**src/rtl/xprog_loader_pkg.sv**
```systemverilog
// Shared widths, FSM state encoding and status codes for the program loader.
package xprog_loader_pkg;

  localparam int unsigned PROG_RAM_ADDR_W = 8;
  localparam int unsigned DATA_W          = 32;

  typedef enum logic [2:0] {
    ST_IDLE  = 3'd0,
    ST_RECV  = 3'd1,
    ST_WRITE = 3'd2,
    ST_CSUM  = 3'd3,
    ST_FIN   = 3'd4
  } state_e;

  typedef enum logic [1:0] {
    ERR_OK      = 2'd0,
    ERR_CSUM    = 2'd1,
    ERR_TIMEOUT = 2'd2
  } err_e;

endpackage

```
**src/rtl/xprog_loader_asm.sv**
```systemverilog
// Byte-lane assembler: little-endian word build, lane index and running 8-bit checksum.
module xprog_loader_asm
  import xprog_loader_pkg::*;
#(
  parameter int unsigned BPW = DATA_W / 8
) (
  input  logic               clk,
  input  logic               rst,
  input  logic               clr_i,
  input  logic               xfer_i,
  input  logic [7:0]         byte_i,
  output logic               last_c,
  output logic [8*BPW-1:0]   word_c,
  output logic [7:0]         csum_c
);

  localparam int unsigned IW = (BPW > 1) ? $clog2(BPW) : 1;

  logic [IW-1:0]      idx_q;
  logic [8*BPW-1:0]   word_q;
  logic [7:0]         csum_q;

  // Word as it will look once the byte currently on the bus lands in its lane.
  always_comb begin
    word_c = word_q;
    for (int unsigned i = 0; i < BPW; i++) begin
      if (idx_q == IW'(i)) word_c[8*i +: 8] = byte_i;
    end
  end

  assign last_c = (idx_q == IW'(BPW - 1));
  assign csum_c = csum_q + byte_i;

  always_ff @(posedge clk) begin
    if (rst || clr_i) begin
      idx_q  <= '0;
      word_q <= '0;
      csum_q <= '0;
    end else if (xfer_i) begin
      word_q <= word_c;
      csum_q <= csum_c;
      idx_q  <= last_c ? '0 : idx_q + IW'(1);
    end
  end

endmodule

```
**src/rtl/xprog_loader.sv**
```systemverilog
// Streams bytes from a receiver into program RAM, one word per BPW bytes, then verifies a checksum byte.
module xprog_loader
  import xprog_loader_pkg::*;
#(
  parameter int unsigned TIMEOUT = 1000000,
  parameter int unsigned BPW     = DATA_W / 8
) (
  input  logic                       clk,
  input  logic                       rst,
  input  logic                       start,
  input  logic [PROG_RAM_ADDR_W-1:0] base,
  input  logic [PROG_RAM_ADDR_W-1:0] len,
  input  logic [7:0]                 rx_data,
  input  logic                       rx_valid,
  output logic                       rx_ready,
  output logic                       data_sel,
  output logic                       data_we,
  output logic [PROG_RAM_ADDR_W-1:0] data_addr,
  output logic [8*BPW-1:0]           data_in,
  output logic                       busy,
  output logic                       done,
  output logic [1:0]                 err
);

  localparam int unsigned AW = PROG_RAM_ADDR_W;
  localparam int unsigned TW = $clog2(TIMEOUT + 1);

  state_e             state_q, state_d;
  logic [AW-1:0]      addr_q, addr_d;
  logic [AW-1:0]      words_q, words_d;
  logic [TW-1:0]      timer_q, timer_d;
  err_e               err_q, err_d;
  logic               rx_ready_q, busy_q, done_q, we_q;
  logic [AW-1:0]      data_addr_q;
  logic [8*BPW-1:0]   data_in_q;

  logic               xfer_c, asm_clr_c, last_c;
  logic [8*BPW-1:0]   word_c;
  logic [7:0]         csum_c;

  assign xfer_c = rx_valid & rx_ready_q;

  xprog_loader_asm #(.BPW(BPW)) u_asm (
    .clk    (clk),
    .rst    (rst),
    .clr_i  (asm_clr_c),
    .xfer_i (xfer_c),
    .byte_i (rx_data),
    .last_c (last_c),
    .word_c (word_c),
    .csum_c (csum_c)
  );

  // Next-state logic; the idle timer only advances while waiting on a byte.
  always_comb begin
    state_d   = state_q;
    addr_d    = addr_q;
    words_d   = words_q;
    timer_d   = timer_q;
    err_d     = err_q;
    asm_clr_c = 1'b0;
    case (state_q)
      ST_IDLE: begin
        if (start) begin
          addr_d    = base;
          words_d   = len;
          timer_d   = '0;
          err_d     = ERR_OK;
          asm_clr_c = 1'b1;
          state_d   = (len == '0) ? ST_CSUM : ST_RECV;
        end
      end
      ST_RECV: begin
        if (xfer_c) begin
          timer_d = '0;
          if (last_c) state_d = ST_WRITE;
        end else if (timer_q == TW'(TIMEOUT - 1)) begin
          err_d   = ERR_TIMEOUT;
          state_d = ST_FIN;
        end else begin
          timer_d = timer_q + TW'(1);
        end
      end
      ST_WRITE: begin
        addr_d  = addr_q + AW'(1);
        words_d = words_q - AW'(1);
        state_d = (words_q == AW'(1)) ? ST_CSUM : ST_RECV;
      end
      ST_CSUM: begin
        if (xfer_c) begin
          timer_d = '0;
          err_d   = (csum_c == 8'h00) ? ERR_OK : ERR_CSUM;
          state_d = ST_FIN;
        end else if (timer_q == TW'(TIMEOUT - 1)) begin
          err_d   = ERR_TIMEOUT;
          state_d = ST_FIN;
        end else begin
          timer_d = timer_q + TW'(1);
        end
      end
      ST_FIN:  state_d = ST_IDLE;
      default: state_d = ST_IDLE;
    endcase
  end

  // Outputs are registered from the next state so they line up with the state they describe.
  always_ff @(posedge clk) begin
    if (rst) begin
      state_q     <= ST_IDLE;
      addr_q      <= '0;
      words_q     <= '0;
      timer_q     <= '0;
      err_q       <= ERR_OK;
      rx_ready_q  <= 1'b0;
      busy_q      <= 1'b0;
      done_q      <= 1'b0;
      we_q        <= 1'b0;
      data_addr_q <= '0;
      data_in_q   <= '0;
    end else begin
      state_q    <= state_d;
      addr_q     <= addr_d;
      words_q    <= words_d;
      timer_q    <= timer_d;
      err_q      <= err_d;
      rx_ready_q <= (state_d == ST_RECV) || (state_d == ST_CSUM);
      busy_q     <= (state_d != ST_IDLE);
      done_q     <= (state_d == ST_FIN);
      we_q       <= (state_d == ST_WRITE);
      if (state_d == ST_WRITE) begin
        data_addr_q <= addr_q;
        data_in_q   <= word_c;
      end
    end
  end

  assign rx_ready  = rx_ready_q;
  assign data_sel  = we_q;
  assign data_we   = we_q;
  assign data_addr = data_addr_q;
  assign data_in   = data_in_q;
  assign busy      = busy_q;
  assign done      = done_q;
  assign err       = err_q;

endmodule
```
**config.mk**
```make
export PLATFORM = sky130hd
export DESIGN_NAME = xprog_loader
export DESIGN_NICKNAME = d
export VERILOG_FILES = /design/src/rtl/xprog_loader_pkg.sv /design/src/rtl/xprog_loader_asm.sv /design/src/rtl/xprog_loader.sv
export SDC_FILE = /design/constraint.sdc
export NUM_CORES = 1
export LEC_CHECK = 0
export CELL_PAD_IN_SITES_DETAIL_PLACEMENT = 1
export CELL_PAD_IN_SITES_GLOBAL_PLACEMENT = 2
export CORE_ASPECT_RATIO = 0.8
export CORE_UTILIZATION = 29
export CTS_CLUSTER_DIAMETER = 120
export DETAILED_ROUTE_END_ITERATION = 10
export HOLD_SLACK_MARGIN = 0.03
export PLACE_DENSITY = 0.74
export RECOVER_POWER = 50
export SYNTH_ARGS = -nofsm -noshare
export SYNTH_HDL_FRONTEND = slang
export SYNTH_SLANG_ARGS = --single-unit
export TNS_END_PERCENT = 10
```
**constraint.sdc**
```tcl
create_clock -name clk -period 2.45 [get_ports clk]
set_clock_uncertainty 0.05 [all_clocks]
set_input_delay 0.735 -clock clk [delete_from_list [all_inputs] [get_ports clk]]
set_output_delay 0.735 -clock clk [all_outputs]
set_load 0.05 [all_outputs]
```
==> flow_metrics.py <==
metrics = {
    "final_layout": {
        "nFillCells": 2178,
        "fin_cells": 1041,
        "syn2layout_area_growth_pct": 34.9,
        "drive_gt1_share_pct": 13.5,
        "final_area_sq_um": 7530,
        "post-route-util_pct": 40.7,
        "layout.nets": 819,
        "antennaDiodeCount": 0,
    },
    "sta": {
        "hold_ws_ps": 404,
        "hold_viol": 0,
        "finalCriticalPeriod_ps": 2400,
        "post-route-period-util_pct": 97.9,
        "maxSlewViolCount": 0,
        "timing.fmax_ghz": 0.417,
        "slew-limit-headroom_pct": 47.4,
        "rsz0062_at_grt": "false",
        "tightest_slew_ps": 789,
        "setup_viol_count_final": 0,
    },
    "setup_path": {
        "slowest_delay_ps": 820,
        "end_kind": "output port",
        "crit_type": "register to output port",
        "worstPathMaxFanout": 2,
        "critical_path.cell_chain": "clkdlybuf4s50_1",
        "r2r-end": "busy",
        "cp-startpoint": "err[1]",
        "critPathRequiredTime_ps": 1660,
        "arrival_ps": 1610,
        "cp-start-kind": "register",
        "reg2reg_depth": 6,
        "cp.buffers_inverters": 1,
        "cp_top_family": "buffers and inverters",
        "r2r_start": "timer_q[16]",
        "crit_slowest_cell": "clkdlybuf4s50_1",
        "ff2ff_setup_slack_ps": 280,
    },
    "synth": {
        "yosysWarnings": 0,
        "seq_area_frac_synth_pct": 42.7,
        "synth_most_common_cell": "dfxtp_1",
        "synth_ff_type": "dfxtp_1",
        "avgSynthCellArea_sq_um": 8.22,
        "netlist_instances": 679,
        "async_flop_share_pct": 0,
        "synth_common_cells": "119 x dfxtp_1, 98 x nand2_1, 82 x nor2_1",
        "synthTopCellsByArea": "dfxtp_1 43%, nand2_1 6.6%, a21oi_1 6.5%, nor2_1 5.5%, mux2i_1 4.3%",
        "yosysTopAreaCellShare_pct": 42.7,
        "synth_edf_count": 0,
        "synth_top_cell_by_area": "dfxtp_1",
        "synthesis.nets": 723,
        "synth-seq-cells": 119,
        "ys_types": 62,
        "netlist_area_sq_um": 5580,
    },
    "route": {
        "drt_iter0_markers": 211,
        "routed_wl_mm": 17.2,
        "vias": 5182,
        "route.detailed.drc": 0,
        "ant_nets": 0,
        "vias_per_cell": 4.98,
        "drt-pass1-iter-count": 4,
        "routedWlPerCell_um": 16.5,
    },
    "placed_design": {
        "placed_cells": 1007,
        "port_buffers": 74,
        "gp_congestion": 0.870,
        "hpwl_mm": 12.5,
        "dpl_cell_area_sq_um": 6840,
    },
    "run_status": {
        "status": "finished clean",
    },
    "worst_hold_path": {
        "hp-class": "register to register",
        "holdPathEnd": "data_addr[2]",
        "hold_start": "data_addr[2]",
        "holdPathStages": 2,
    },
    "grt": {
        "grt_pass1_wl_mm": 28.3,
        "grt_max_degree": 48,
        "grt_use_total_pct": 18.5,
        "grtUsageMet1_pct": 24.7,
        "antenna_found_initial": 0,
        "use_met3_pct": 3.65,
        "grt.busiest_layer": "met2",
        "grt_overflow_total": 0,
        "grt_pass1_vias": 5371,
        "met2_usage_pct": 29.7,
    },
    "power": {
        "power_leakage_nw": 2.71,
        "irDropWorstVdd_uv": 319,
        "p_per_area_nw_per_um2": 710,
        "power_mw": 5.35,
    },
    "floorplan": {
        "row_count": 44,
        "die_x_um": 157,
        "io_pins": 75,
        "core_sq_um": 18500,
        "start_util_pct": 30.2,
        "dieArea_sq_um": 19800,
        "die_y_um": 126,
    },
    "clocking": {
        "root_buffer": "clkbuf_16",
        "holdBufCountCts": 0,
        "cts_buffer_depth": 2,
        "cts_buffers": 17,
        "clk_pin_slew_ps": 60,
        "clk_latency_ps": 420,
        "cts-htree-levels": 4,
        "cts.sinks": 119,
        "cts_tree": "done",
    },
    "flow_run": {
        "drv_cap": 0,
    },
}
report_power, final:
part	total (mW)	switching, mW	internal, mW
registers	2.02	0.0421	1.98
logic	0.511	0.294	0.216
clock network	2.82	0.916	1.91
total	5.35	1.25	4.10
placed cells by master (no fill, tap or decap), types with 4 or more instances in the layout:
master / n
clkinv_2: 4
a31oi_1: 4
clkbuf_1: 6
inv_1: 14
nor4_1: 7
a211oi_1: 29
nor2_1: 82
clkbuf_16: 17
a21oi_1: 72
xor2_1: 12
ha_1: 12
bufinv_16: 6
and3_1: 10
a221oi_1: 4
dfxtp_1: 119
o21ai_0: 13
nor3_1: 8
nand3_1: 34
nor3b_1: 4
and2_1: 6
nand2_1: 98
xnor2_1: 6
nand4_1: 7
clkdlybuf4s50_1: 67
clkbuf_2: 5
buf_4: 47
mux2i_1: 24
per-layer routing:
metal / wire, um / vias up
met2: 8010 / 58
met1: 8540 / 2541
met5: 0 / -
met3: 405 / 18
met4: 265 / 0
li1: - / 2565
flip-flops by register name, summed over array words and instances, names as in the netlist:
signal / count
err: 2
words_q: 8
done: 1
state_q: 3
u_asm.idx_q: 2
addr_q: 8
busy: 1
data_in: 32
data_addr: 8
data_sel: 1
u_asm.word_q: 24
u_asm.csum_q: 8
rx_ready: 1
timer_q: 20
cell families (layout without fill, tap and decap cells):
family | count (synthesis) | after routing | synth area share [%]
muxes | 24 | 24 | 4.30
and+or+nand+nor | 284 | 284 | 24.3
xor gates and xnor gates | 19 | 19 | 2.98
AOI/OAI and AO/OA | 149 | 149 | 16.8
DFF | 119 | 119 | 42.7
buffers and inverters | 68 | 177 | 5.22
adders and majority gates | 16 | 16 | 3.72
what timing repair did:
action,CTS,global route
setup buffers,2,0
setup endpoints to repair,4,3
pin swaps,7,5
gates resized for setup,9,5
worst max-delay path by stage:
| stage | end | slack (ps) | cells after the start |
|---|---|---|---|
| after floorplan | err[0] | 60 | 9 |
| after detailed placement | err[0] | -660 | 10 |
| after CTS | err[0] | 0.5 | 9 |
| final | err[1] | 50 | 1 |
| after global placement | err[0] | -530 | 10 |
| after global routing | err[1] | 2 | 1 |
metrics by stage:
step                      setup slack, ps  TNS [ps]
after floorplan                      63.7         0
after CTS                           0.453         0
after global routing                 1.63         0
after detailed placement             -658    -10750
final                                52.1         0
after global placement               -534     -7150
layout make-up:
type | count | area [sq um] | share of cell area, %
Timing Repair Buffer | 131 | 1160 | 15.4
Inverter | 14 | 52.6 | 0.698
Sequential cell | 119 | 2380 | 31.6
Clock inverter | 13 | 225 | 2.99
Clock buffer | 19 | 433 | 5.75
Multi-Input combinational cell | 492 | 2970 | 39.4
Tap cell | 253 | 317 | 4.20
(Power assumes the default switching activity.)
